[src/rtl/if_fetch_stage_pkg.sv]
// Shared definitions for the instruction-fetch stage.
//   state_e          : fetch FSM encoding (FETCH / HOLD / DRAIN)
//   NOP_INST_DEFAULT : bubble instruction presented when nothing is valid
//   RESET_PC_DEFAULT : first fetch address after reset
//   PC_INC           : sequential PC step (one 32-bit word)
package if_fetch_stage_pkg;

    typedef enum logic [1:0] {
        ST_FETCH = 2'd0,  // request outstanding, response passes straight through
        ST_HOLD  = 2'd1,  // response captured while IF/ID stalled, no request
        ST_DRAIN = 2'd2   // waiting out a response killed by a redirect
    } state_e;

    localparam logic [31:0] NOP_INST_DEFAULT = 32'h0000_0000;
    localparam logic [31:0] RESET_PC_DEFAULT = 32'h0000_0000;
    localparam logic [31:0] PC_INC           = 32'd4;

    // Word-align a redirect address.
    function automatic logic [31:0] align_word(input logic [31:0] addr);
        return {addr[31:2], 2'b00};
    endfunction

endpackage

[src/rtl/if_fetch_stage_pc_reg.sv]
// 32-bit address register with synchronous reset and load enable.
// Ports:
//   clk_i       : rising-edge clock
//   rst_i       : synchronous active-high reset, loads RESET_VAL
//   load_en_i   : 1 = capture load_data_i this edge
//   load_data_i : value to load
//   q_o         : current register value
module pc_reg #(
    parameter logic [31:0] RESET_VAL = 32'h0000_0000
) (
    input  logic        clk_i,
    input  logic        rst_i,
    input  logic        load_en_i,
    input  logic [31:0] load_data_i,
    output logic [31:0] q_o
);

    logic [31:0] val_q;

    always_ff @(posedge clk_i) begin
        if (rst_i) begin
            val_q <= RESET_VAL;
        end else if (load_en_i) begin
            val_q <= load_data_i;
        end
    end

    assign q_o = val_q;

endmodule

[src/rtl/if_fetch_stage.sv]
// Instruction-fetch stage feeding the IF/ID pipeline register.
// Owns the PC, drives a variable-latency req/ready instruction memory and
// presents {IF_PC, IF_inst, if_valid} to IF/ID, honouring stall and redirect.
// Ports:
//   clk, rst             : clock, synchronous active-high reset
//   id_stall             : IF/ID not accepting this cycle
//   br_taken, br_target  : redirect request and address (low 2 bits ignored)
//   imem_req, imem_addr  : fetch request, held with stable address until ready
//   imem_ready, imem_rdata : single-cycle response strobe and data
//   IF_PC, IF_inst, if_valid : presented instruction (NOP_INST when invalid)
module if_fetch_stage
    import if_fetch_stage_pkg::*;
#(
    parameter logic [31:0] RESET_PC = RESET_PC_DEFAULT,
    parameter logic [31:0] NOP_INST = NOP_INST_DEFAULT
) (
    input  logic        clk,
    input  logic        rst,
    input  logic        id_stall,
    input  logic        br_taken,
    input  logic [31:0] br_target,
    output logic        imem_req,
    output logic [31:0] imem_addr,
    input  logic        imem_ready,
    input  logic [31:0] imem_rdata,
    output logic [31:0] IF_PC,
    output logic [31:0] IF_inst,
    output logic        if_valid
);

    state_e      state_q, state_d;
    logic [31:0] fa_q, fa_d;
    logic [31:0] pc_q, pc_d;
    logic        fa_load, pc_load;
    logic [31:0] hold_inst_q, hold_pc_q;
    logic        hold_load;
    logic [31:0] fa_inc;
    logic [31:0] target;

    assign fa_inc = fa_q + PC_INC;
    assign target = align_word(br_target);

    // Outstanding fetch address (drives imem_addr).
    pc_reg #(.RESET_VAL(RESET_PC)) u_fa_reg (
        .clk_i       (clk),
        .rst_i       (rst),
        .load_en_i   (fa_load),
        .load_data_i (fa_d),
        .q_o         (fa_q)
    );

    // Next fetch address.
    pc_reg #(.RESET_VAL(RESET_PC)) u_pc_reg (
        .clk_i       (clk),
        .rst_i       (rst),
        .load_en_i   (pc_load),
        .load_data_i (pc_d),
        .q_o         (pc_q)
    );

    always_ff @(posedge clk) begin
        if (rst) begin
            state_q     <= ST_FETCH;
            hold_inst_q <= NOP_INST;
            hold_pc_q   <= '0;
        end else begin
            state_q <= state_d;
            if (hold_load) begin
                hold_inst_q <= imem_rdata;
                hold_pc_q   <= fa_q;
            end
        end
    end

    assign imem_addr = fa_q;

    always_comb begin
        state_d   = state_q;
        fa_load   = 1'b0;
        fa_d      = fa_q;
        pc_load   = 1'b0;
        pc_d      = pc_q;
        hold_load = 1'b0;
        imem_req  = 1'b0;
        if_valid  = 1'b0;
        IF_inst   = NOP_INST;
        IF_PC     = '0;

        if (!rst) begin
            imem_req = (state_q != ST_HOLD);
            IF_PC    = fa_q;

            unique case (state_q)
                ST_FETCH: begin
                    if (br_taken) begin
                        pc_load = 1'b1;
                        pc_d    = target;
                        if (imem_ready) begin
                            // Response arrives with the redirect: drop it and
                            // start the new stream immediately.
                            fa_load = 1'b1;
                            fa_d    = target;
                        end else begin
                            state_d = ST_DRAIN;
                        end
                    end else if (imem_ready) begin
                        if_valid = 1'b1;
                        IF_inst  = imem_rdata;
                        IF_PC    = fa_q;
                        pc_load  = 1'b1;
                        pc_d     = fa_inc;
                        if (!id_stall) begin
                            fa_load = 1'b1;
                            fa_d    = fa_inc;
                        end else begin
                            hold_load = 1'b1;
                            state_d   = ST_HOLD;
                        end
                    end
                end

                ST_HOLD: begin
                    IF_PC = hold_pc_q;
                    if (br_taken) begin
                        pc_load = 1'b1;
                        pc_d    = target;
                        fa_load = 1'b1;
                        fa_d    = target;
                        state_d = ST_FETCH;
                    end else begin
                        if_valid = 1'b1;
                        IF_inst  = hold_inst_q;
                        if (!id_stall) begin
                            fa_load = 1'b1;
                            fa_d    = pc_q;
                            state_d = ST_FETCH;
                        end
                    end
                end

                ST_DRAIN: begin
                    // The stale response is never presented; the newest
                    // redirect target becomes the next fetch address.
                    if (br_taken) begin
                        pc_load = 1'b1;
                        pc_d    = target;
                    end
                    if (imem_ready) begin
                        fa_load = 1'b1;
                        fa_d    = br_taken ? target : pc_q;
                        state_d = ST_FETCH;
                    end
                end

                default: begin
                    state_d = ST_FETCH;
                end
            endcase
        end
    end

endmodule
[config.mk]
export PLATFORM = sky130hd
export DESIGN_NAME = if_fetch_stage
export DESIGN_NICKNAME = d
export VERILOG_FILES = /design/src/rtl/if_fetch_stage_pkg.sv /design/src/rtl/if_fetch_stage_pc_reg.sv /design/src/rtl/if_fetch_stage.sv
export SDC_FILE = /design/constraint.sdc
export NUM_CORES = 1
export LEC_CHECK = 0
export BUFFER_PORTS_ARGS = -buffer_cell sky130_fd_sc_hd__buf_2
export CORE_ASPECT_RATIO = 1.5
export CORE_MARGIN = 5
export CORE_UTILIZATION = 58
export CTS_BUF_LIST = sky130_fd_sc_hd__clkbuf_16
export CTS_CLUSTER_DIAMETER = 80
export DETAILED_ROUTE_END_ITERATION = 10
export MAX_ROUTING_LAYER = met4
export PLACE_DENSITY = 0.94
export SETUP_SLACK_MARGIN = 0.2
export SLEW_MARGIN = 20
export SYNTH_ARGS = -nofsm -noshare
export SYNTH_HDL_FRONTEND = slang
export SYNTH_SLANG_ARGS = --single-unit
[constraint.sdc]
create_clock -name clk -period 7.1 [get_ports clk]
set_clock_uncertainty 0.1 [all_clocks]
set_input_delay 1.065 -clock clk [delete_from_list [all_inputs] [get_ports clk]]
set_output_delay 1.065 -clock clk [all_outputs]
set_load 0.05 [all_outputs]
## Word level (Yosys, flattened, before mapping)

Cells that the tools add are included.

- Flip-flop bits (word level): 130
- Logic and storage cells: 71
- Bits of input ports: 69
- Output and inout bits: 98

- Reductions and logical operators: 7
- $add $sub $neg: 1
- Mux-type cells: 48
- Equal/unequal tests: 10

Operators by type and width:

| cell | number |
|---|---|
| 32-bit 2-to-1 mux | 16 |
| 32-bit case mux with 2 select lines | 2 |
| 32-bit case mux with 3 select lines | 1 |
| 32-bit by 3-bit adder with 32-bit output, second input constant | 1 |
| 1-bit 2-to-1 mux | 18 |
| 3-bit inequality test, second input constant | 5 |
| 2-bit 2-to-1 mux | 7 |
| 2-bit case mux with 3 select lines | 1 |
| 6-bit AND reduction | 1 |
| 5-bit AND reduction | 1 |
| 2-bit inequality test, second input constant | 2 |
| 1-bit case mux with 2 select lines | 2 |
| 1-bit case mux with 3 select lines | 1 |
| 3-bit AND reduction | 1 |
| 3-bit nonzero test | 1 |
| 2-bit by 1-bit equality test with 1-bit output, second input constant | 1 |
| 2-bit equality test, second input constant | 1 |
| 2-bit logical NOT | 1 |
| 2-bit by 1-bit inequality test with 1-bit output, second input constant | 1 |
| 2-bit nonzero test | 1 |
| 2-bit OR reduction | 1 |

## Logic depth before layout (Yosys ltp)

- Word-level depth: 6
- Gate-level depth with buffers: 10
- Gate-level depth less buffers: 7

## Hierarchy

A second synthesis with hierarchy kept.

- Cell total of the unflattened synthesis: 1258
- Area, all modules: 9273.9 um^2

Modules (own cells, without submodules):

| module | seq. area each (um^2) | times used | cells an instance | area each (um^2) |
|---|---|---|---|---|
| if_fetch_stage | 1321.3 | 1 | 1052 | 6946.7 |
| pc_reg | 640.6 | 2 | 103 | 1163.6 |

## Least setup slack after synthesis

Ideal clock, no wire load.

- Kind: input port to output port
- Start: in br_taken
- End: out IF_inst[22]
- Stages: 7
- Arrival time: 2.690 ns
- Slack: 3.245 ns
- Data required time: 5.935 ns
- Cell sequence: clkbuf_1 inv_1 and3_1 clkbuf_1 clkbuf_1 a22oi_1 nor2_1

- Cells in the longest elaborated chain, start to end: 3
- Elaborated cells between the ends (all ways): 4
- Those cells by class: mux (4)

RTL lines:

| item | line | text |
|---|---|---|
| start: declaration | if_fetch_stage.sv:20 | `input logic br_taken,` |
| 32-bit 2-to-1 mux (on tied branches) | if_fetch_stage.sv:124, if_fetch_stage.sv:95 |  |
| 32-bit case mux with 2 select lines (*) | if_fetch_stage.sv:93 | `unique case (state_q)` |
| 32-bit 2-to-1 mux (*) | if_fetch_stage.sv:89 | `if (!rst) begin` |
| end: declaration | if_fetch_stage.sv:27 | `output logic [31:0] IF_inst,` |

Every way passes the cells marked *; elsewhere a longest branch is shown, timed or not.

## Worst setup path after layout

- Start: reg state_q[1]
- End: out IF_inst[21]

- Cells in the longest elaborated chain, start to end: 3
- Elaborated cells between the ends (all ways): 4
- Those cells by class: eq/ne (1); mux (2); reduce/logical (1)

RTL lines:

| item | line | text |
|---|---|---|
| start: declaration | if_fetch_stage.sv:31 | `state_e state_q, state_d;` |
| start signal: assignment | if_fetch_stage.sv:67 | `state_q <= state_d;` |
| 2-bit by 1-bit equality test with 1-bit output or 2-bit logical NOT (tied branches) | if_fetch_stage.sv:93 |  |
| 32-bit case mux with 2 select lines (*) | if_fetch_stage.sv:93 |  |
| 32-bit 2-to-1 mux (*) | if_fetch_stage.sv:89 |  |

Marked as above.

==> summary.txt <==
Synthesis
  • Post-Syn Nets: between 1k and 1.5k
  • Synthesized flop and latch total: 130
  • Syn Inst Count: slightly above 900
  • Ys flop type: dfxtp_1
  • Ys async rst share: 0%
  • Post-synth EDFFs: 0
  • Seq/Total Area, Yosys: a little under two fifths
  • Mapped Avg Cell Area: between 7 and 8 um^2
  • Compound-cell area share of the yosys netlist: approximately 25%
  • Syn Std Cell Area: between 0.006 and 0.007 mm^2
  • Netlist cell types: 57
  • Post-synth top area cell: dfxtp_1
  • Post-Synth Adder-Cell Area: under 10%
  • Synth top area cells: dfxtp_1, nand2_1, a21oi_1
  • Ys Warns: 0
  • Count leader, synth: nand2_1
  • Largest family of logic cells by synthesized area: compound AO/OA/AOI/OAI gates
  • Synth Area in XOR/XNOR: 0.8895%
  • Multiplexer area fraction after synthesis: under 10%
  • Commonest cells post-synth: nand2_1, dfxtp_1, nor2_1, a21oi_1, clkbuf_1
  • Simple-Gate Fraction of Synth Area: roughly a quarter
  • Synth top area share: a little under two fifths

STA
  • RSZ-0062 raised after global routing: false
  • Max Slew Vio Count: 0
  • Setup total negative slack: 0 ns
  • Hold WS: 0.3530 ns
  • Setup Viol. Count Final: 0
  • Max_slew headroom: roughly a quarter
  • FMAX: between 200 and 250 MHz
  • Final hold vios: 0
  • Worst-margin pin slew: 1.128 ns
  • Period utilisation layout: 60.70%
  • Tmin final: between 4 and 5 ns
  • Worst setup margin: ~2.8 ns

Critical path
  • Critical Path RT: 5.93 ns
  • Worst path cell trace: inv_1 > ha_2 > nor2b_2 > buf_4 > a22oi_1 > nor2_1 > buf_2
  • Critical Path Sink Type: output pin
  • Critical Path AT: 3.14 ns
  • Startpoint types: flop
  • Worst-path fanout max: 31
  • Crit Path Class: reg2out
  • Buf+Inv Stages, Crit Path: 3
  • Slowest CP cell: ha_2
  • CP top delay family: adder cells
  • Crit-path max cell delay: around 0.9 ns

Floorplanning
  • Die W: approximately 99 um
  • Initial core utilization: between 50% and 60%
  • Die footprint: ~0.014 mm^2
  • IO Pins: between 150 and 200
  • Die H: about 140 um
  • Core ar.: 0.01159 mm^2
  • Site row count: between 40 and 50

Clocking
  • Clock Root Buffer: clkbuf_16
  • Max clock buf depth: 2
  • CTS resizes: 0
  • CTS Buf Count: 17
  • Num Clock Sinks: 130
  • Post-CTS Hold Buffers: 0
  • CTS H-tree lvls: 4
  • TritonCTS clock tree: built
  • Clk slew on worst S/H paths: roughly 0.05 ns
  • Clock Latency Late Sink: 0.42 ns
  • Setup Buffers After CTS: 0

Layout
  • Synth-to-Final Area Change: 19.02%
  • Finished Core Util: between 70% and 80%
  • Non-Filler Instances: 1196
  • Post-route cell area: roughly 0.008 mm^2
  • Diode count: 0
  • Layout Nets: between 1k and 1.5k
  • Share of cells above drive strength 1: ~22%

Power
  • Leak pwr: approximately 3.2 nW
  • Reg power frac: around two fifths
  • Net switching fraction of the power: roughly a third
  • Internal Power: about 1.4 mW
  • Max IR drop VDD: roughly 0.19 mV
  • Clock Power Share: about 41%
  • Switching pwr: 676.0 uW
  • Gate power share: 19.6%
  • Total power: roughly 2.1 mW
  • PwrDens: 253.2 mW/mm^2

Routing
  • DRC errors left: 0
  • Antenna-violating nets left: 0
  • Post-DR vias/cell: 6.200
  • Detailed Route Iter0 Violations: 660
  • DR WL/cell: about 17 um
  • Via Count: roughly 7.4k
  • WL final: 20.63 mm
  • DR pass1 iterations: 5

Job
  • Maxcap violations: 0

Place
  • Placed Area: 0.007636 mm^2
  • Global placement routability congestion: ~0.86
  • I/O Buffers: around 160
  • Placed Cells incl. Taps: around 1.2k
  • Setup Slack @ Placement: roughly 3.2 ns
  • Dpl hpwl: 13.16 mm

GRT
  • Vias in the first global route: about 7k
  • GRT Total Usage: roughly 30%
  • Initial antenna violation count: 0
  • Total gr overflow: 0
  • First-pass GRT wire length: between 30 and 40 mm
  • Largest net degree at the start of global routing: between 60 and 70

Status
  • Outcome: complete, no violations

Min path
  • Worst hold-check path type: reg2reg
tightest hold or removal path: cells and delay by family, from the launching register on:
family,cells,cell delay [ns]
flops,1,0.30
simple gates,1,0.05
compound gates,1,0.05
layout by cell type (no fill, tap or decap), types with 17 or more instances in the layout:
cell type  Yosys  layout
a21oi_1       96      96
o21ai_0       53      53
a31oi_1       29      29
mux2i_1       34      34
clkbuf_16      0      17
nor2_1        98      98
dfxtp_1      130     130
nand2_1      166     165
buf_2          7     163
a22oi_1       32      32
worst paths after layout:
| path | cells past startpoint | from | endpoint | slack, ns |
|---|---|---|---|---|
| worst max-delay path | 7 | state_q[1] | IF_inst[21] | 2.79 |
| worst min-delay path | 2 | hold_inst_q[21] | hold_inst_q[21] | 0.35 |
| worst max register to register | 7 | state_q[0] | hold_pc_q[22] | 3.82 |
| worst min register to register | 2 | hold_inst_q[21] | hold_inst_q[21] | 0.35 |
kinds of logic (layout without fill, tap and decap cells):
kind of cell	after synthesis	count (layout)
buffers and inverters	111	224
AOI/OAI and AO/OA	281	281
muxes	35	35
adders and majority gates	6	6
xor gates and xnor gates	7	7
and+or+nand+nor	363	363
DFF	130	130
area by class of cell:
class                      instances  area, um^2
clock inverter                    15       142.6
fill                             919        3387
sequential                       130        2603
inverter                          16       60.06
timing repair buffer             176       913.4
multi-input combinational        692        3872
clock buffer                      17       425.4
tap                              150       187.7
flip-flops by register name, indices dropped and copies added (netlist names):
register / flops
hold_pc_q: 32
u_fa_reg.q_o: 32
hold_inst_q: 32
u_pc_reg.q_o: 32
state_q: 2
per-layer routing:
layer	global-route usage (%)	wire [um]	part of all wire (%)	vias up
li1	-	-	-	3499
met2	49.82	10310	50	402
met1	33.86	7820	38	3433
met3	5.974	1813	8.8	81
met4	13.67	686	3.3	0
met5	-	0	0	-
power groups by stage:
stage / clock, mW / combinational (mW) / sequential (mW)
2_1_floorplan: 0 / 0.266 / 0.866
3_3_place_gp: 0 / 0.393 / 0.836
3_5_place_dp: 0 / 0.403 / 0.838
4_1_cts: 0.851 / 0.406 / 0.823
5_1_grt: 0.881 / 0.440 / 0.832
6_report: 0.843 / 0.408 / 0.827
Power figures use the tool's default switching activity.
